File: src/rtl/gray_counter_if.sv
// Bus bundle for gray_counter.
// The err signal exists only when GRAY_CNT_CHECK_EN is defined.
interface gray_counter_if #(
  parameter int unsigned WIDTH = 4
);
  logic             en;
  logic             up_dn;
  logic             load;
  logic [WIDTH-1:0] load_val;
  logic [WIDTH-1:0] bin_q;
  logic [WIDTH-1:0] gray_q;
  logic             upd;
  logic             tc;
  logic             wrap;
`ifdef GRAY_CNT_CHECK_EN
  logic             err;
`endif

  // Driver side: issues count/load requests and observes the count.
  modport master (
    output en, up_dn, load, load_val,
`ifdef GRAY_CNT_CHECK_EN
    input  err,
`endif
    input  bin_q, gray_q, upd, tc, wrap
  );

  // Counter side.
  modport slave (
    input  en, up_dn, load, load_val,
`ifdef GRAY_CNT_CHECK_EN
    output err,
`endif
    output bin_q, gray_q, upd, tc, wrap
  );
endinterface

File: src/rtl/gray_counter.sv
// Registered binary up/down counter with a flop-aligned Gray-coded copy.
// Optional Gray single-step checker enabled by defining GRAY_CNT_CHECK_EN.
module gray_counter #(
  parameter int unsigned WIDTH = 4
) (
  input logic          clk,
  input logic          rst_n,
  gray_counter_if.slave bus
);

  localparam logic [WIDTH-1:0] AllOnes = {WIDTH{1'b1}};

  function automatic logic [WIDTH-1:0] to_gray(input logic [WIDTH-1:0] b);
    return b ^ (b >> 1);
  endfunction

  logic [WIDTH-1:0] bin_q, bin_d;
  logic [WIDTH-1:0] gray_q, gray_d;
  logic             upd_q, upd_d;
  logic             wrap_q, wrap_d;
  logic [WIDTH-1:0] step_val;

  // Next state: load beats count; Gray is encoded from the next binary value.
  always_comb begin
    bin_d    = bin_q;
    upd_d    = 1'b0;
    wrap_d   = 1'b0;
    step_val = bus.up_dn ? (bin_q + 1'b1) : (bin_q - 1'b1);
    if (bus.load) begin
      bin_d = bus.load_val;
      upd_d = 1'b1;
    end else if (bus.en) begin
      bin_d  = step_val;
      upd_d  = 1'b1;
      wrap_d = bus.up_dn ? (bin_q == AllOnes) : (bin_q == '0);
    end
    gray_d = to_gray(bin_d);
  end

  // Counter state registers with synchronous reset.
  always_ff @(posedge clk) begin
    if (!rst_n) begin
      bin_q  <= '0;
      gray_q <= '0;
      upd_q  <= 1'b0;
      wrap_q <= 1'b0;
    end else begin
      bin_q  <= bin_d;
      gray_q <= gray_d;
      upd_q  <= upd_d;
      wrap_q <= wrap_d;
    end
  end

  assign bus.bin_q  = bin_q;
  assign bus.gray_q = gray_q;
  assign bus.upd    = upd_q;
  assign bus.wrap   = wrap_q;
  // Terminal count follows up_dn immediately.
  assign bus.tc     = bus.up_dn ? (bin_q == AllOnes) : (bin_q == '0);

`ifdef GRAY_CNT_CHECK_EN
  function automatic int unsigned ones(input logic [WIDTH-1:0] v);
    int unsigned n;
    n = 0;
    for (int i = 0; i < int'(WIDTH); i++) begin
      n += int'(v[i]);
    end
    return n;
  endfunction

  logic [WIDTH-1:0] prev_gray_q, prev_gray_d;
  logic             was_load_q, was_load_d;
  logic             armed_q, armed_d;
  logic             err_q, err_d;

  // Checker next state: compare the visible Gray change against its predecessor.
  // armed_q skips the first update after reset.
  always_comb begin
    prev_gray_d = gray_q;
    was_load_d  = bus.load;
    armed_d     = armed_q | upd_q;
    err_d       = err_q;
    if (upd_q && armed_q && !was_load_q && (ones(gray_q ^ prev_gray_q) != 1)) begin
      err_d = 1'b1;
    end
  end

  // Checker registers; err is sticky until reset.
  always_ff @(posedge clk) begin
    if (!rst_n) begin
      prev_gray_q <= '0;
      was_load_q  <= 1'b0;
      armed_q     <= 1'b0;
      err_q       <= 1'b0;
    end else begin
      prev_gray_q <= prev_gray_d;
      was_load_q  <= was_load_d;
      armed_q     <= armed_d;
      err_q       <= err_d;
    end
  end

  assign bus.err = err_q;
`endif

endmodule

File: src/flat_wrapper.sv
// flat-port wrapper written by rule: the top's interface ports become plain ports
module gray_counter_flat 
#(
  parameter int unsigned WIDTH = 4
)
  (clk, rst_n, bus_en, bus_up_dn, bus_load, bus_load_val, bus_bin_q, bus_gray_q, bus_upd, bus_tc, bus_wrap);
  gray_counter_if #(.WIDTH(WIDTH)) bus_i ();
  input logic clk;
  input logic rst_n;
  input wire logic [$bits(bus_i.en)-1:0] bus_en;
  input wire logic [$bits(bus_i.up_dn)-1:0] bus_up_dn;
  input wire logic [$bits(bus_i.load)-1:0] bus_load;
  input wire logic [$bits(bus_i.load_val)-1:0] bus_load_val;
  output wire logic [$bits(bus_i.bin_q)-1:0] bus_bin_q;
  output wire logic [$bits(bus_i.gray_q)-1:0] bus_gray_q;
  output wire logic [$bits(bus_i.upd)-1:0] bus_upd;
  output wire logic [$bits(bus_i.tc)-1:0] bus_tc;
  output wire logic [$bits(bus_i.wrap)-1:0] bus_wrap;
  assign bus_i.en = bus_en;
  assign bus_i.up_dn = bus_up_dn;
  assign bus_i.load = bus_load;
  assign bus_i.load_val = bus_load_val;
  assign bus_bin_q = bus_i.bin_q;
  assign bus_gray_q = bus_i.gray_q;
  assign bus_upd = bus_i.upd;
  assign bus_tc = bus_i.tc;
  assign bus_wrap = bus_i.wrap;
  gray_counter #(.WIDTH(WIDTH)) u_core (.clk(clk), .rst_n(rst_n), .bus(bus_i));
endmodule
File: config.mk
export PLATFORM = sky130hd
export DESIGN_NAME = gray_counter_flat
export DESIGN_NICKNAME = d
export VERILOG_FILES = /design/src/rtl/gray_counter_if.sv /design/src/rtl/gray_counter.sv /design/src/flat_wrapper.sv
export SDC_FILE = /design/constraint.sdc
export NUM_CORES = 1
export LEC_CHECK = 0
export ABC_AREA = 1
export BUFFER_PORTS_ARGS = -buffer_cell sky130_fd_sc_hd__buf_4
export CAP_MARGIN = 10
export CORE_AREA = 2 2 39 41
export DETAILED_ROUTE_END_ITERATION = 10
export DIE_AREA = 0 0 41 43
export GPL_TIMING_DRIVEN = 0
export HOLD_SLACK_MARGIN = 0.12
export PLACE_DENSITY = 0.7
export SLEW_MARGIN = 20
export SYNTH_ARGS = -nofsm -noshare
export SYNTH_HDL_FRONTEND = slang
export SYNTH_SLANG_ARGS = --single-unit
File: constraint.sdc
create_clock -name clk -period 2.1 [get_ports clk]
set_clock_uncertainty 0.15 [all_clocks]
set_input_delay 0.315 -clock clk [delete_from_list [all_inputs] [get_ports clk]]
set_output_delay 0.315 -clock clk [all_outputs]
set_load 0.005 [all_outputs]
==> run summary, run 1 <==
DRT iter0 DRCs = 0
Post-DR wirelength/cell = 9.81 um
Fillers = 147
Area Overhead vs Synth = 36.0%
Cells along the critical path = nand3_1 -> o21ai_0 -> buf_4
Core Rows = 14
# port buffers = 19
Dpl hpwl = 851 um
CP peak stage delay = 450 ps
Maximum clock insertion buffer count = 2
Slew Limit Fails = 0
Maximum vdd drop = 0.387 mV
Leak Pwr = 0.378 nW
TNS Setup = 0 ps
Via Count = 478
Synth Instances = 67
Via density = 4.51
WP data arrival = 1190 ps
Synth area leader = dfxtp_1
TritonCTS clock tree = yes
Setup Slack @ Placement = 336 ps
Layout cells sized above 1 = 36.7%
Aggregate global-route resource usage = 14.6%
Fmax = 604 MHz
First-pass GRT wire length = 1.67 mm
Post-synth top area share = 34.4%
Clk Latency, worst-skew pair = 260 ps
Number of synthesized flops with an enable pin = 0
Antenna viol nets, final = 0
Post-synthesis sequential area ratio = 34.4%
R2r startpoint = u_core.bus.bin_q[2]$_SDFF_PN0_
H-tree depth = 1
Final setup viols = 0
Diode count = 0
WL final = 1.04 mm
Syn Std Cell Area = 524 um2
Vias in the first global route = 410
Commonest cells post-synth = nand2_1 (18), dfxtp_1 (9), nor2_1 (8), inv_1 (7), nand3_1 (4)
Core area = 1380 um2
DIE HEIGHT = 43 um
CTS Root Cell = clkbuf_4
Beginning of the worst hold path = rst_n
I/O pin count = 20
Fin crit share = 78.8%
Final number of hold-violating endpoints = 0
Period minus WS final = 1650 ps
Mean Syn Cell Area = 7.82 um2
Critical-path top delay cell = dfxtp_1
Cells after DPL = 102
Slew at the pin closest to its max-slew limit = 243 ps
Initial antenna violation count = 0
TritonCTS buffer count = 3
Count leader, synth = nand2_1
Top FF cell, synth = dfxtp_1
DR DRC count = 0
Starting Density = 37.9%
Crit path kind = flop to output port
Maximum fanout along the worst path = 6
Clock Sinks = 9
Final cell count without fillers = 106
Worst hold-check path type = input pin to flop
Worst relative slew slack = 83.8%
1st-pass router iterations = 1
Max Cap Viol = 0
Nets = 103
Chip Width = 41 um
Synth unique cells = 23
# Post-CTS Setup Buffers = 0
#FFs+latches synth = 9
Element type at the critical path start = flop
Syn_nets = 79
Pwr/cell area = 643 nW/um2
Synth top area cells = dfxtp_1 (34%), nand2_1 (13%), nor2_1 (5.7%)
Cts repair resizes = 0
Unrepaired setup endpoints after global routing = no
Synthesis Warnings = 0
Hold Buf Count CTS = 0
CP endpoint kind = output port
Status = completed
Die ar. = 1760 um2
CP Data Required Time = 1630 ps
Worst Setup SP = u_core.bus.bin_q[1]$_SDFF_PN0_
Largest net degree at the start of global routing = 7
Grt total ovfl = 0
Placer Congestion = 0.751
Final worst slack = 445 ps
Post-synth ARST share = 0%
Clk slew on worst S/H paths = 60 ps
[registers in the layout, summed over array words and instances (netlist names)]
register           cells
u_core.bus.gray_q      4
u_core.bus.bin_q       3
u_core.bus.upd         1
u_core.bus.wrap        1
[per-stage QoR]
step	area [um2]	util [%]	total power [mW]	hold WS, ps
4_1_cts	713	51.5	0.466	148
3_5_place_dp	687	49.6	0.331	420
2_1_floorplan	524	-	0.275	285
3_3_place_gp	687	49.6	0.329	417
6_report	713	51.5	0.458	152
5_1_grt	713	51.5	0.496	147
[final cells by class]
cell class	count	area, um2	share of cell area (%)
Multi-Input combinational cell	49	307	43.0
Sequential cell	9	180	25.3
Timing Repair Buffer	19	143	20.0
Inverter	8	30.0	4.21
Clock buffer	4	26.3	3.68
Tap cell	16	20.0	2.81
Buffer	1	7.51	1.05
[cells by family (layout without fill, tap and decap cells)]
family	after synthesis	in the layout	synth area share [%]
AOI/OAI and AO/OA	7	7	14.1
xor gates and xnor gates	2	2	3.34
DFF	9	9	34.4
buffers and inverters	9	32	7.16
adders and majority gates	3	3	8.59
and+or+nand+nor	37	37	32.5
[power by group]
group	internal, mW	switching (mW)	total, mW
registers	0.187	0.0133	0.200
clock network	0.0731	0.0592	0.132
logic	0.0657	0.0605	0.126
total	0.325	0.133	0.458
[critical path, delay by kind of cell (launching register included)]
family | cells | cell delay [ps]
compound gates | 1 | 220
buf+inv | 1 | 160
flops | 1 | 450
simple gates | 1 | 100
[routing by layer]
metal	up-vias	part of all wire, %	track usage [%]
met5	-	0	0
met2	17	45	19.4
met1	200	44	18.4
li1	257	-	-
met4	0	2.0	8.00
met3	4	9.3	7.85
[path summary, 6_finish.rpt]
check | endpoint | slack (ps) | cells after the start
setup / recovery | bus_tc | 450 | 3
hold / removal | u_core.bus.bin_q[1]$_SDFF_PN0_ | 150 | 3
setup reg to reg | u_core.bus.gray_q[2]$_SDFF_PN0_ | 460 | 9
hold reg to reg | u_core.bus.bin_q[0]$_SDFF_PN0_ | 540 | 3
[layout by cell type (no fill, tap or decap)]
cell	count
nand2_1	18
o21ai_0	1
a21oi_2	1
nand2_2	1
nand3_2	1
a22oi_1	1
xor2_1	2
nor2_4	1
clkbuf_4	3
inv_2	1
o211ai_2	1
a21oi_1	1
a21oi_4	1
inv_1	7
and3_1	1
or2_1	1
a21boi_4	1
dfxtp_1	9
buf_4	20
nand3_1	4
ha_1	2
nor2_2	2
fa_1	1
nor2_1	8
clkbuf_1	1
No activity file was read; power rests on OpenSTA's default activity.
==> inputs of run 2 (changes only) <==
PLACE_DENSITY = 0.73   (was 0.7)
clock period = 1.47 ns   (was 2.1 ns; I/O delays follow)
==> run summary, run 2 (synthesis results as in run 1) <==
1st-pass router iterations = 3
Slew at the pin closest to its max-slew limit = 271 ps
WHS Endpoint = u_core.bus.gray_q[3]$_SDFF_PN0_
Status = finished, violations left
Clk slew on worst S/H paths = 60 ps
Vias in the first global route = 447
CP endpoint kind = flop
Worst Path Buf+Inv = 0
Layout cells sized above 1 = 51.0%
Cells after DPL = 102
Initial antenna violation count = 0
Reg power frac = 41.0%
Post-layout util = 59.3%
TritonCTS clock tree = yes
Maximum vdd drop = 0.451 mV
DIE HEIGHT = 43 um
Cell depth of the worst flop-to-flop path = 5
H-tree depth = 1
Final worst slack = -63.3 ps
Clk Latency, worst-skew pair = 250 ps
CP peak stage delay = 560 ps
Pwr/cell area = 846 nW/um2
Maximum clock insertion buffer count = 2
Grt total ovfl = 0
Switching Share = 29.6%
Core Rows = 14
Most frequent cells in the layout = buf_4 (23), nand2_1 (13), inv_1 (7), nor2_1 (7), nand2_2 (6)
Clock share of power = 27.2%
Critical-path top delay cell = fa_2
Dpl hpwl = 848 um
Fmax = 652 MHz
Comb power frac = 31.8%
Chip Width = 41 um
Max Cap Viol = 0
Placer Congestion = 0.781
Top reg by flops = u_core.bus.gray_q
Final cell count without fillers = 112
I/O pin count = 20
Area Overhead vs Synth = 56.6%
Nets = 109
Reg2reg setup slack = -60 ps
Slew Limit Fails = 0
DR DRC count = 0
Kind of cell adding the most delay to the critical path = adder cells
# port buffers = 19
Antenna viol nets, final = 0
First-pass GRT wire length = 1.73 mm
Aggregate global-route resource usage = 14.6%
Beginning of the worst hold path = bus_load_val[3]
Via Count = 516
Design Power = 0.695 mW
TritonCTS buffer count = 3
WHS Path Cells = 3
Unrepaired setup endpoints after global routing = yes
Clock Sinks = 9
Maximum fanout along the worst path = 4
WP data arrival = 1530 ps
Largest register FFs = 4
Final setup viols = 3
FF-to-FF End = u_core.bus.gray_q[0]$_SDFF_PN0_
CTS Root Cell = clkbuf_4
Biggest regs = u_core.bus.gray_q x4, u_core.bus.bin_q x3
Period minus WS final = 1530 ps
Element type at the critical path start = flop
WHS = 186 ps
Die ar. = 1760 um2
Post-DR wirelength/cell = 10.4 um
Internal power = 0.489 mW
Fin crit share = 104%
Via density = 4.61
DRT iter0 DRCs = 3
CP Data Required Time = 1460 ps
Final number of hold-violating endpoints = 0
Crit path kind = flop to flop
Failing checks = negative setup slack
Starting Density = 37.9%
Largest net degree at the start of global routing = 7
Core area = 1380 um2
WL final = 1.17 mm
Cells along the critical path = fa_2 -> nand2_2 -> nand3_4 -> xor2_1 -> nor2_1
Worst relative slew slack = 81.9%
Diode count = 0
R2r startpoint = u_core.bus.bin_q[0]$_SDFF_PN0_
Commonest non-fill, non-tap cell in the layout = buf_4
TNS Setup = -155 ps
NetSw = 0.206 mW
Worst hold-check path type = input pin to flop
Leak Pwr = 0.410 nW
-- run 2: layer usage --
metal | GRT usage [%] | up-vias | wire length [um]
met5 | 0 | - | 0
met2 | 23.8 | 15 | 575
met4 | 8.00 | 0 | 17
met3 | 4.71 | 2 | 66
met1 | 15.7 | 231 | 507
li1 | - | 268 | -
-- run 2: worst max path at each step --
| stage | start | end | slack [ps] | cells past startpoint |
|---|---|---|---|---|
| after floorplan | u_core.bus.bin_q[0]$_SDFF_PN0_ | u_core.bus.gray_q[0]$_SDFF_PN0_ | -4 | 5 |
| after global placement | bus_up_dn | u_core.bus.gray_q[1]$_SDFF_PN0_ | -230 | 9 |
| after detailed placement | bus_up_dn | u_core.bus.gray_q[1]$_SDFF_PN0_ | -220 | 9 |
| after CTS | u_core.bus.bin_q[0]$_SDFF_PN0_ | u_core.bus.gray_q[1]$_SDFF_PN0_ | -60 | 7 |
| after global routing | u_core.bus.bin_q[2]$_SDFF_PN0_ | u_core.bus.gray_q[2]$_SDFF_PN0_ | -170 | 9 |
| final | u_core.bus.bin_q[0]$_SDFF_PN0_ | u_core.bus.gray_q[0]$_SDFF_PN0_ | -60 | 5 |
-- run 2: repair_timing --
action,CTS,global route
buffers inserted,2,1
pin swaps,2,4
hold endpoints to repair,5,0
endpoints found under the setup margin,4,5
hold buffers,3,0
gates resized for setup,3,9
-- run 2: metrics by stage --
stage / setup slack, ps / instance area [um2]
detailed placement: -225 / 708
global route: -167 / 821
floorplan: -3.76 / 546
CTS: -55.1 / 786
global placement: -227 / 708
finish: -63.3 / 821
-- run 2: cell type report --
type | instances | area, um2
fillers | 118 | 563
plain buffers | 1 | 7.51
well taps | 16 | 20.0
inverters | 8 | 30.0
repair buffers | 25 | 195
multi-input cells | 49 | 349
clock buffers | 4 | 26.3
flip-flops and latches | 9 | 193
-- run 2: power by group through the flow --
| stage | clock network (mW) | logic [mW] | registers, mW |
|---|---|---|---|
| floorplan | 0 | 0.105 | 0.293 |
| global placement | 0 | 0.184 | 0.293 |
| detailed placement | 0 | 0.186 | 0.293 |
| CTS | 0.195 | 0.202 | 0.286 |
| global route | 0.212 | 0.249 | 0.288 |
| finish | 0.189 | 0.221 | 0.285 |
-- run 2: worst register-to-register path: cells and delay by family, from the launching register on --
family,cells,cell delay (ps)
simple gates,3,210
fa+ha+maj,1,560
flops,1,360
xor+xnor,1,150
